$ cat src/rtl/cpu_pkg.sv
// -----------------------------------------------------------------------------
// cpu_pkg
//   Shared definitions for the fetch front end: default datapath width, the
//   reset and trap addresses, and the fetch sequencer state type.
//   The trap address is only consumed when MISALIGN_TRAP_EN is defined.
// -----------------------------------------------------------------------------
package cpu_pkg;

  localparam int          XLEN_DEF     = 32;
  localparam logic [31:0] RESET_PC_DEF = 32'h0000_0000;
  localparam logic [31:0] TRAP_VEC_DEF = 32'h0000_0100;

  // BOOT : idle cycle right after reset release
  // REQ  : present a fetch request at pc (unless stalled)
  // WAIT : request outstanding, waiting for imemReady
  // HALT : sticky stop, left only through reset
  typedef enum logic [1:0] {
    BOOT = 2'd0,
    REQ  = 2'd1,
    WAIT = 2'd2,
    HALT = 2'd3
  } fetch_state_e;

endpackage

$ cat src/rtl/next_pc_sel.sv
// -----------------------------------------------------------------------------
// next_pc_sel
//   Combinational next-PC selection plus target alignment handling.
//   Priority: pending (latched) redirect, then a taken redirect this cycle,
//   then the sequential pc+4 supplied by the external adder.
//
//   Build option MISALIGN_TRAP_EN:
//     defined   - a selected target with [1:0] != 0 is replaced by TRAP_VEC and
//                 flagged on misaligned.
//     undefined - the low two bits of a selected target are cleared and
//                 misaligned is constant 0.
//
// Ports
//   pc_plus4    in   XLEN  sequential successor of pc
//   target      in   XLEN  redirect target presented this cycle
//   take        in   1     redirect presented and taken this cycle
//   pend_valid  in   1     a redirect is latched from an earlier cycle
//   pend_target in   XLEN  the latched redirect target
//   next_pc     out  XLEN  selected next program counter
//   misaligned  out  1     selected target was misaligned (trap build only)
// -----------------------------------------------------------------------------
module next_pc_sel
  import cpu_pkg::*;
#(
  parameter int XLEN = XLEN_DEF
`ifdef MISALIGN_TRAP_EN
  ,
  parameter logic [XLEN-1:0] TRAP_VEC = XLEN'(TRAP_VEC_DEF)
`endif
) (
  input  logic [XLEN-1:0] pc_plus4,
  input  logic [XLEN-1:0] target,
  input  logic            take,
  input  logic            pend_valid,
  input  logic [XLEN-1:0] pend_target,
  output logic [XLEN-1:0] next_pc,
  output logic            misaligned
);

  logic [XLEN-1:0] raw_target;
  logic            redirect;

  always_comb begin
    // NOTE: every signal written here gets a default on entry, so no path
    // through the if-tree leaves one unassigned and no latch is inferred.
    raw_target = pend_valid ? pend_target : target;
    redirect   = pend_valid | take;
    next_pc    = pc_plus4;
    misaligned = 1'b0;
    if (redirect) begin
`ifdef MISALIGN_TRAP_EN
      if (raw_target[1:0] != 2'b00) begin
        misaligned = 1'b1;
        next_pc    = TRAP_VEC;
      end else begin
        next_pc = raw_target;
      end
`else
      // Without the trap, a misaligned target is silently word-aligned.
      next_pc = raw_target & ~XLEN'(3);
`endif
    end
  end

endmodule

$ cat src/rtl/pc_fetch_ctrl.sv
// -----------------------------------------------------------------------------
// pc_fetch_ctrl
//   Program-counter register and fetch sequencer. Holds pc, chooses the next
//   pc (sequential pcPlus4 from the external adder, or a branch/jump target)
//   and runs the request/ready handshake with instruction memory.
//
//   Build option MISALIGN_TRAP_EN: when defined, a misaligned selected target
//   redirects pc to TRAP_VEC and pulses misalignTrap for one cycle; when
//   undefined, targets are word-aligned and misalignTrap stays 0.
//
// Parameters
//   XLEN      datapath/address width
//   RESET_PC  pc after reset release
//   TRAP_VEC  misaligned-target trap address (MISALIGN_TRAP_EN builds only)
//
// Ports
//   clk           in   1     rising-edge clock
//   resetN        in   1     asynchronous active-low reset
//   pcPlus4       in   XLEN  pc+4 from the external adder
//   pcSrc         in   1     1 = take pcTarget, qualified by redirectValid
//   pcTarget      in   XLEN  branch/jump target
//   redirectValid in   1     pcSrc/pcTarget meaningful this cycle
//   stall         in   1     hold pc, issue no new request
//   halt          in   1     enter HALT, sticky until reset
//   imemReq       out  1     fetch request, address = pc
//   imemReady     in   1     imem returns the instruction this cycle
//   instrValid    out  1     returned instruction is valid for decode
//   pc            out  XLEN  current program counter
//   misalignTrap  out  1     one-cycle pulse on a trapped misaligned target
// -----------------------------------------------------------------------------
module pc_fetch_ctrl
  import cpu_pkg::*;
#(
  parameter int              XLEN     = XLEN_DEF,
  parameter logic [XLEN-1:0] RESET_PC = XLEN'(RESET_PC_DEF)
`ifdef MISALIGN_TRAP_EN
  ,
  parameter logic [XLEN-1:0] TRAP_VEC = XLEN'(TRAP_VEC_DEF)
`endif
) (
  input  logic            clk,
  input  logic            resetN,
  input  logic [XLEN-1:0] pcPlus4,
  input  logic            pcSrc,
  input  logic [XLEN-1:0] pcTarget,
  input  logic            redirectValid,
  input  logic            stall,
  input  logic            halt,
  output logic            imemReq,
  input  logic            imemReady,
  output logic            instrValid,
  output logic [XLEN-1:0] pc,
  output logic            misalignTrap
);

  fetch_state_e    state;
  logic            pend_valid;
  logic [XLEN-1:0] pend_target;
  logic            trap_q;

  logic            take;
  logic [XLEN-1:0] next_pc;
  logic            misaligned;

  assign take = redirectValid & pcSrc;

  next_pc_sel #(
    .XLEN(XLEN)
`ifdef MISALIGN_TRAP_EN
    ,
    .TRAP_VEC(TRAP_VEC)
`endif
  ) u_next_pc_sel (
    .pc_plus4   (pcPlus4),
    .target     (pcTarget),
    .take       (take),
    .pend_valid (pend_valid),
    .pend_target(pend_target),
    .next_pc    (next_pc),
    .misaligned (misaligned)
  );

  // The handshake outputs must react to stall, halt and imemReady in the same
  // cycle they are presented, so they are decoded from the state register
  // rather than registered themselves. halt drops both immediately so an
  // in-flight response is discarded.
  assign imemReq    = !halt && ((state == REQ && !stall) || state == WAIT);
  assign instrValid = !halt && state == WAIT && imemReady && !pend_valid && !take;

  // In builds without the trap, misaligned is constant 0, so trap_q never
  // leaves its reset value and the output is effectively tied low.
  assign misalignTrap = trap_q;

  always_ff @(posedge clk or negedge resetN) begin
    // NOTE: all state in this block uses non-blocking assignments so every
    // register samples pre-edge values, regardless of statement order.
    if (!resetN) begin
      state       <= BOOT;
      pc          <= RESET_PC;
      pend_valid  <= 1'b0;
      pend_target <= '0;
      trap_q      <= 1'b0;
    end else begin
      trap_q <= 1'b0;
      if (halt) begin
        // halt wins over redirect and stall; pc is frozen from here on.
        state      <= HALT;
        pend_valid <= 1'b0;
      end else begin
        case (state)
          BOOT: begin
            // No fetch is outstanding yet, so a redirect lands on pc directly.
            state <= REQ;
            if (take) begin
              pc     <= next_pc;
              trap_q <= misaligned;
            end
          end

          REQ: begin
            if (stall) begin
              // Stalled: no request leaves, but a redirect still moves pc.
              if (take) begin
                pc     <= next_pc;
                trap_q <= misaligned;
              end
            end else begin
              // Request issued at the old pc; a redirect seen now makes its
              // response stale, so remember the target and squash it later.
              state <= WAIT;
              if (take) begin
                pend_valid  <= 1'b1;
                pend_target <= pcTarget;
              end
            end
          end

          WAIT: begin
            if (imemReady) begin
              pc         <= next_pc;
              trap_q     <= misaligned;
              pend_valid <= 1'b0;
              state      <= REQ;
            end else if (take && !pend_valid) begin
              // The first redirect seen while waiting is the one that wins.
              pend_valid  <= 1'b1;
              pend_target <= pcTarget;
            end
          end

          HALT: state <= HALT;

          default: state <= BOOT;
        endcase
      end
    end
  end

endmodule
$ cat config.mk
export PLATFORM = sky130hd
export DESIGN_NAME = pc_fetch_ctrl
export DESIGN_NICKNAME = d
export VERILOG_FILES = /design/src/rtl/cpu_pkg.sv /design/src/rtl/next_pc_sel.sv /design/src/rtl/pc_fetch_ctrl.sv
export SDC_FILE = /design/constraint.sdc
export NUM_CORES = 1
export LEC_CHECK = 0
export CORE_MARGIN = 1
export CORE_UTILIZATION = 30
export DETAILED_ROUTE_END_ITERATION = 16
export PLACE_DENSITY = 0.68
export SETUP_SLACK_MARGIN = 0.1
export SLEW_MARGIN = 20
export SYNTH_ARGS = -nofsm -noshare
export SYNTH_HDL_FRONTEND = slang
export SYNTH_SLANG_ARGS = --single-unit
$ cat constraint.sdc
create_clock -name clk -period 2.4 [get_ports clk]
set_input_delay 0.48 -clock clk [delete_from_list [all_inputs] [get_ports clk]]
set_output_delay 0.48 -clock clk [all_outputs]
set_load 0.02 [all_outputs]
; After elaboration in Yosys (flattened, before gate mapping)
; Cells that the tools add are included.
[classes]
n_eq_ne = 13
shift = 0
n_addsub = 0
div = 0
reduce_logical = 20
n_mul = 0
bitwise = 3
muxes = 21
n_lt_le_gt_ge = 0
[op_table]
columns = cell, count
row1 = $mux W32, 9
row2 = $pmux W32 S3, 1
row3 = $pmux W32 S2, 1
row4 = $ne A2 B2 Y1 const B, 5
row5 = $ne A3 B3 Y1 const B, 3
row6 = $pmux W2 S4, 1
row7 = $reduce_and A4 Y1, 2
row8 = $logic_and A1 B1 Y1, 7
row9 = $mux W2, 3
row10 = $reduce_and A6 Y1, 1
row11 = $reduce_bool A3 Y1, 2
row12 = $mux W1, 5
row13 = $eq A2 B2 Y1 const B, 2
row14 = $logic_not A1 Y1, 4
row15 = $ne A4 B3 Y1 const B, 1
row16 = $eq A2 B1 Y1 const B, 1
row17 = $logic_not A2 Y1, 1
row18 = $ne A2 B1 Y1 const B, 1
row19 = $pmux W1 S2, 1
row20 = $reduce_and A2 Y1, 1
row21 = $reduce_bool A2 Y1, 1
row22 = $and A1 B1 Y1, 1
row23 = $logic_or A1 B1 Y1, 1
row24 = $not A1 Y1, 1
row25 = $or A1 B1 Y1, 1
[word_totals]
latch_bits = 0
in_bits = 71
regBits = 67
memories = 0
ramBits = 0
out_inout_bits = 35
romBits = 0

; Longest topological paths before layout
; Gate-level depths: netlist of the first run.
[logic_depth]
ltp_word = 6
mapped_depth = 5
mapped_depth_nobuf = 3

; Cells and area by module
; From an unflattened synthesis of the first run, not the netlist that was laid out.
[hier_totals]
cells_unflattened = 274
hier_area_um2 = 3490.8
[modules_own_cells]
columns = module, area_per_inst_um2, n_inst, cells_each
row1 = pc_fetch_ctrl, 2797.7, 1, 169
row2 = next_pc_sel, 693.2, 1, 105

; Least setup slack after synthesis of the first run
; No wires, ideal clock.
[synth_timing]
kind = in2out
from = in stall
to = out imemReq
t_arrival_ps = 1463
path_slack_ps = 457
stages = 4
required_ps = 1920
path_cell_list = or3b_1 > buf_6 > buf_6 > a21oi_1
[synth_via]
elab_chain_len = 4
[synth_lines]
columns = element, line_no
row1 = "start, declared", pc_fetch_ctrl.sv:47  ; input logic stall,
row2 = $logic_not A1 Y1, pc_fetch_ctrl.sv:87  ; assign imemReq = !halt && ((state == REQ && !stall) || state == WAIT);
row3 = $logic_and A1 B1 Y1, pc_fetch_ctrl.sv:87
row4 = $logic_or A1 B1 Y1, pc_fetch_ctrl.sv:87
row5 = $logic_and A1 B1 Y1, pc_fetch_ctrl.sv:87
row6 = "end, declared", pc_fetch_ctrl.sv:49  ; output logic imemReq,
; No other way between the ends.

; Worst setup path after layout of the first run
[layout_timing]
from = in redirectValid
to = out instrValid
[layout_via]
elab_chain_len = 3
[layout_lines]
columns = element, line_no
row1 = "start, declared", pc_fetch_ctrl.sv:46  ; input logic redirectValid,
row2 = $and A1 B1 Y1, pc_fetch_ctrl.sv:65  ; assign take = redirectValid & pcSrc;
row3 = $logic_not A1 Y1, pc_fetch_ctrl.sv:88  ; assign instrValid = !halt && state == WAIT && imemReady && !pend_valid && !take;
row4 = $logic_and A1 B1 Y1, pc_fetch_ctrl.sv:88
row5 = "end, declared", pc_fetch_ctrl.sv:51  ; output logic instrValid,
; No other way between the ends.

==> impl_metrics.ini, run 1 <==
[route]
wl_per_cell_um = 18.93
postRouteWirelength_um = 9863
firstDrtPassIters = 4
drcViolationCount = 0
drtAntennaViolNets = 0
viasPerCell = 5.557
drt_iter0_markers = 147
num_vias = 2895

[floorplan]
dieWidth_um = 108.3
ios = 106
fp-row-count = 38
die_h_um = 108.3
die_area_um2 = 11730
coreArea_um2 = 10940
initial_utilization = 0.3101

[sta]
tightest_slew_ns = 0.6048
setup_violations = 0
rsz0062_at_grt = no
post-route-period-util = 0.8878
fmax_mhz = 469.3
setup_ws_ns = 0.2693
final_max_slew_viol_count = 0
fin_skew_ns = 0.007633
tns_ns = 0
hold_violations = 0
layout_min_cycle_time_ns = 2.131
max_slew_margin = 0.5960

[setup_path]
crit_start = redirectValid
slowest_delay_ns = 0.41
crit_path_max_fanout = 2
crit_type = in -> out
r2r-start = pend_valid
cp_slowest_cell = clkdlybuf4s50_1
worstPathArrival_ns = 1.65
path_buf_inv = 2
critical_path.top_delay_family = buffers and inverters
crit_required_ns = 1.92
startpoint_type = primary input
crit_path_end_kind = output port
cp_cell_sequence = clkdlybuf4s50_1 -> and2_1 -> nor4_1 -> dlygate4sd2_1

[logic_synthesis]
ys_types = 27
yosysSeqAreaShare = 0.4797
syn_area_um2 = 3391
synth_edf_count = 0
yosys_most_used_dff = dfrtp_1
ys_ff_latch = 65
yosysWarningCount = 0
synthCells = 276
async_flop_share = 1.000
synth_fp_nets = 347
syn_avg_cell_area_um2 = 12.29

[clock_network]
ctsHoldBuffers = 0
clk_root_buffer_cell = clkbuf_16
cts_tree = yes
cts_num_sinks = 65
h-tree-depth = 3
clock_latency_ns = 0.32
clockBufferDepth = 2
clkTransAtPathRegs_ns = 0.05
post_cts_buffers = 0
cts_buffers = 9

[outcome]
status = finished clean

[place]
hpwlAfterDp_um = 6204
io_buffers = 102
pre_cts_ws_ns = -0.1500
dpl.cell_count = 505
dpl_cell_area_um2 = 4596
place_congestion = 0.7437

[final_layout]
n_antenna_cell = 0
fin_area_um2 = 4908
instances_no_fill = 521
fin_nets = 447
areaGrowthSynthToFinish_pct = 44.76
drive_gt1_frac = 0.1864

[global_route]
antenna_found_initial = 0
grt_max_degree = 66
grt_pass1_vias = 3037
grt_pass1_wl_um = 15710
track_usage = 0.1751
grt_overflow = 0

[power_and_ir_drop]
power_mw = 2.985
cellPowerDensity_nw_per_um2 = 608.1
cellLeakagePower_nw = 2.477
ir_drop_mv = 0.3788

[min_path]
holdCritPathClass = in -> async

[job]
maxCapViolations = 0
repair_timing:
action                     4_1_cts  5_1_grt
setup endpoints to repair        2       33
gates resized for setup          2        3
pin swaps                        0        0
hold endpoints to repair         0        0
final cells by class:
cell class                 count  area, um2
clock inverter                 5      62.56
multi-input combinational    175       1579
timing repair buffer         122       1197
inverter                       3      15.01
fill                        1047       6027
sequential                    65       1627
clock buffer                  11      252.7
tap                          140      175.2
metal layers:
layer | GRT usage | routed length [um]
met3 | 0.03737 | 564
met5 | 0 | 0
met4 | 0.06467 | 112
met1 | 0.2081 | 4287
met2 | 0.3089 | 4898
kinds of logic (layout without fill, tap and decap cells):
kind of cell    count (synthesis)  count (layout)  share of synthesized area
compound gates                 98              98                     0.2720
buf+inv                        36             141                    0.05794
flops                          65              65                     0.4797
mux                            32              32                     0.1063
other cells                     1               1                   0.001106
simple gates                   44              44                    0.08303
sequential cells by signal, summed over array words and instances (netlist names):
name	count
state	2
pend_valid	1
pend_target	30
pc	32
metrics by stage:
step / hold slack [ns] / util
floorplan: 0.1844 / -
global placement: 0.4747 / 0.4203
detailed placement: 0.4802 / 0.4203
CTS: 0.1830 / 0.4489
global route: 0.1972 / 0.4489
finish: 0.1787 / 0.4489
report_power, final:
part	switching, mW	internal (mW)	total, mW	leakage, nW
combinational	0.185	0.265	0.450	1.44
clock	0.491	0.866	1.36	0.148
sequential	0.0291	1.15	1.18	0.885
worst register-to-register path: cells and delay by family (launching register included):
kind	cells	cell delay (ns)
compound gates	2	0.68
buf+inv	2	0.85
flops	1	0.38
final timing paths:
path                              endpoint  slack, ns  depth (start not counted)
worst max-delay path            instrValid       0.27                          4
min in group clk                    pc[14]       0.49                          1
worst max register to register      pc[20]       0.38                          4
worst min-delay path              state[1]       0.18                          2
worst min register to register      pc[14]       0.49                          1
max in group asynchronous           pc[27]       1.94                          2
cell usage after synthesis (all sizes together), types with 2 or more instances:
master | instances | area share
nand3b | 2 | 0.0044
and3 | 32 | 0.059
a21oi | 3 | 0.0044
a211o | 31 | 0.080
nor3b | 2 | 0.0059
dfrtp | 65 | 0.48
inv | 2 | 0.0022
a32o | 30 | 0.089
buf | 12 | 0.031
clkbuf | 21 | 0.023
o211a | 31 | 0.092
o21ai | 2 | 0.0030
mux2 | 32 | 0.11
nand2 | 2 | 0.0022
cells in the final DEF (no fill, tap or decap), types with 2 or more instances in the layout:
cell | netlist | routed
nand2_1 | 2 | 2
nand3b_1 | 2 | 2
dfrtp_1 | 65 | 65
o21ai_0 | 2 | 2
buf_4 | 1 | 17
o211a_1 | 31 | 31
clkbuf_16 | 0 | 9
buf_12 | 0 | 3
clkinvlp_4 | 0 | 3
a32o_1 | 30 | 30
mux2_1 | 2 | 2
a21oi_1 | 3 | 3
and3_1 | 32 | 32
clkdlybuf4s50_1 | 0 | 99
mux2_2 | 30 | 30
a211o_1 | 31 | 31
clkbuf_8 | 0 | 2
(Power assumes the default switching activity.)
==> inputs of run 2 (changes only) <==
--- a/config.mk
+++ b/config.mk
@@ -7,8 +7,9 @@
 export LEC_CHECK = 0
 export CORE_MARGIN = 1
 export CORE_UTILIZATION = 30
+export CTS_BUF_LIST = sky130_fd_sc_hd__clkbuf_8
 export DETAILED_ROUTE_END_ITERATION = 16
-export PLACE_DENSITY = 0.68
+export PLACE_DENSITY = 0.7
 export SETUP_SLACK_MARGIN = 0.1
 export SLEW_MARGIN = 20
 export SYNTH_ARGS = -nofsm -noshare
==> constraint.sdc (replaced) <==
create_clock -name clk -period 1.83 [get_ports clk]
set_input_delay 0.366 -clock clk [delete_from_list [all_inputs] [get_ports clk]]
set_output_delay 0.366 -clock clk [all_outputs]
set_load 0.02 [all_outputs]
==> impl_metrics.ini, run 2 (synthesis gave the netlist of run 1 again) <==
[place]
io_buffers = 102
hpwlAfterDp_um = 6624
place_congestion = 0.7252
pre_cts_ws_ns = -0.5135

[sta]
hold_violations = 0
rsz0062_at_grt = yes
setup_violations = 0
tns_ns = 0
final_max_slew_viol_count = 0
layout_min_cycle_time_ns = 1.780
fmax_mhz = 561.7
post-route-period-util = 0.9728
setup_ws_ns = 0.04972
whs_ns = 0.05229
fin_skew_ns = 0.01231

[route]
drt_iter0_markers = 149
drcViolationCount = 0
wl_per_cell_um = 19.79
postRouteWirelength_um = 10490
viasPerCell = 5.508
firstDrtPassIters = 5
num_vias = 2919
drtAntennaViolNets = 0

[final_layout]
areaGrowthSynthToFinish_pct = 48.01
fin_util = 0.4589
register_area_um2 = 1627
multi_input_area_um2 = 1600
fillers = 1051
top_regs = pc (32), pend_target (30), state (2)
regMostFlops = pc
fin_nets = 458
n_antenna_cell = 0
drive_gt1_frac = 0.2154
mostFrequentLayoutCell = clkdlybuf4s50_1
final_cell_mix = clkdlybuf4s50_1 (92), dfrtp_1 (65), and3_1 (32)
largest_reg_flops = 32

[global_route]
antenna_found_initial = 0
grt_max_degree = 66
grt_pass1_wl_um = 17060
track_usage = 0.1901
grt_overflow = 0
grt_pass1_vias = 3299

[floorplan]
initial_utilization = 0.3101
dieWidth_um = 108.3
fp-row-count = 38
ios = 106
coreArea_um2 = 10940
die_h_um = 108.3
die_area_um2 = 11730

[power_and_ir_drop]
ir_drop_mv = 0.3324
cellLeakagePower_nw = 2.609
cellPowerDensity_nw_per_um2 = 688.5

[setup_path]
crit_path_max_fanout = 3
crit_type = reg -> out
cp_slowest_cell = or3b_4
critical_path.top_delay_family = simple AND/OR/NAND/NOR gates
crit_required_ns = 1.46
slowest_delay_ns = 0.41
cp_cell_sequence = or3b_4 -> a21oi_2 -> buf_6
startpoint_type = flop
path_buf_inv = 1
worstPathArrival_ns = 1.41
crit_path_end_kind = output port

[clock_network]
clkTransAtPathRegs_ns = 0.07
clk_root_buffer_cell = clkbuf_8
ctsHoldBuffers = 0
cts_tree = yes
clockBufferDepth = 2
clock_latency_ns = 0.34
h-tree-depth = 3
cts_num_sinks = 65
cts_buffers = 9

[job]
maxCapViolations = 0

[min_path]
holdCritPathClass = in -> async

[outcome]
status = finished clean
==> run 2: cell count changes in the layout (fill, tap and decap cells not counted), moves of 2 or more <==
cell / change
clkbuf_8: +10
clkbuf_16: -9
clkdlybuf4s50_1: -7
buf_12: +4
buf_4: +4
dlymetal6s2s_1: +4
buf_6: +2
bufbuf_16: +2
clkinvlp_4: -2
dlygate4sd2_1: +2
==> run 2: where the power goes <==
part | total (mW) | internal [mW] | switching [mW]
combinational | 0.623 | 0.368 | 0.255
sequential | 1.54 | 1.50 | 0.0376
clock | 1.29 | 0.727 | 0.562
total | 3.46 | 2.60 | 0.855
==> run 2: layer usage <==
| metal | GRT usage | vias up | routed length, um |
|---|---|---|---|
| li1 | - | 1321 | - |
| met1 | 0.2269 | 1477 | 4414 |
| met2 | 0.3385 | 103 | 5280 |
| met3 | 0.03315 | 18 | 573 |
| met4 | 0.07336 | 0 | 218 |
| met5 | 0 | - | 0 |
==> run 2: path summary, 6_finish.rpt <==
| kind | from | endpoint | slack, ns | depth (start not counted) |
|---|---|---|---|---|
| setup / recovery | state[0] | imemReq | 0.05 | 3 |
| hold / removal | resetN | pc[15] | 0.05 | 2 |
| setup reg to reg | state[0] | pc[25] | 0.07 | 6 |
| hold reg to reg | pc[4] | pc[4] | 0.50 | 1 |
| max in group asynchronous | resetN | pend_target[24] | 1.50 | 2 |
| min in group clk | pc[4] | pc[4] | 0.50 | 1 |
==> run 2: stage by stage <==
step	instances	area (um2)	total power, mW
finish	530	5019	3.455
global route	530	5019	3.602
CTS	530	4997	3.496
detailed placement	513	4666	2.167
global placement	513	4666	2.149
floorplan	276	3401	1.814
==> run 2: timing repair <==
action                     4_1_cts  5_1_grt
buffers inserted                 1        0
setup endpoints to repair       49       53
resized for setup               29        7
cloned                           2        0
pin swaps                        2        0
==> run 2: final cells by class <==
class,count,share of cell area
clock buffer,12,0.03291
multi-input combinational,175,0.3189
inverter,3,0.002244
timing repair buffer,133,0.2795
sequential,65,0.3241
clock inverter,2,0.007479
tap,140,0.03490
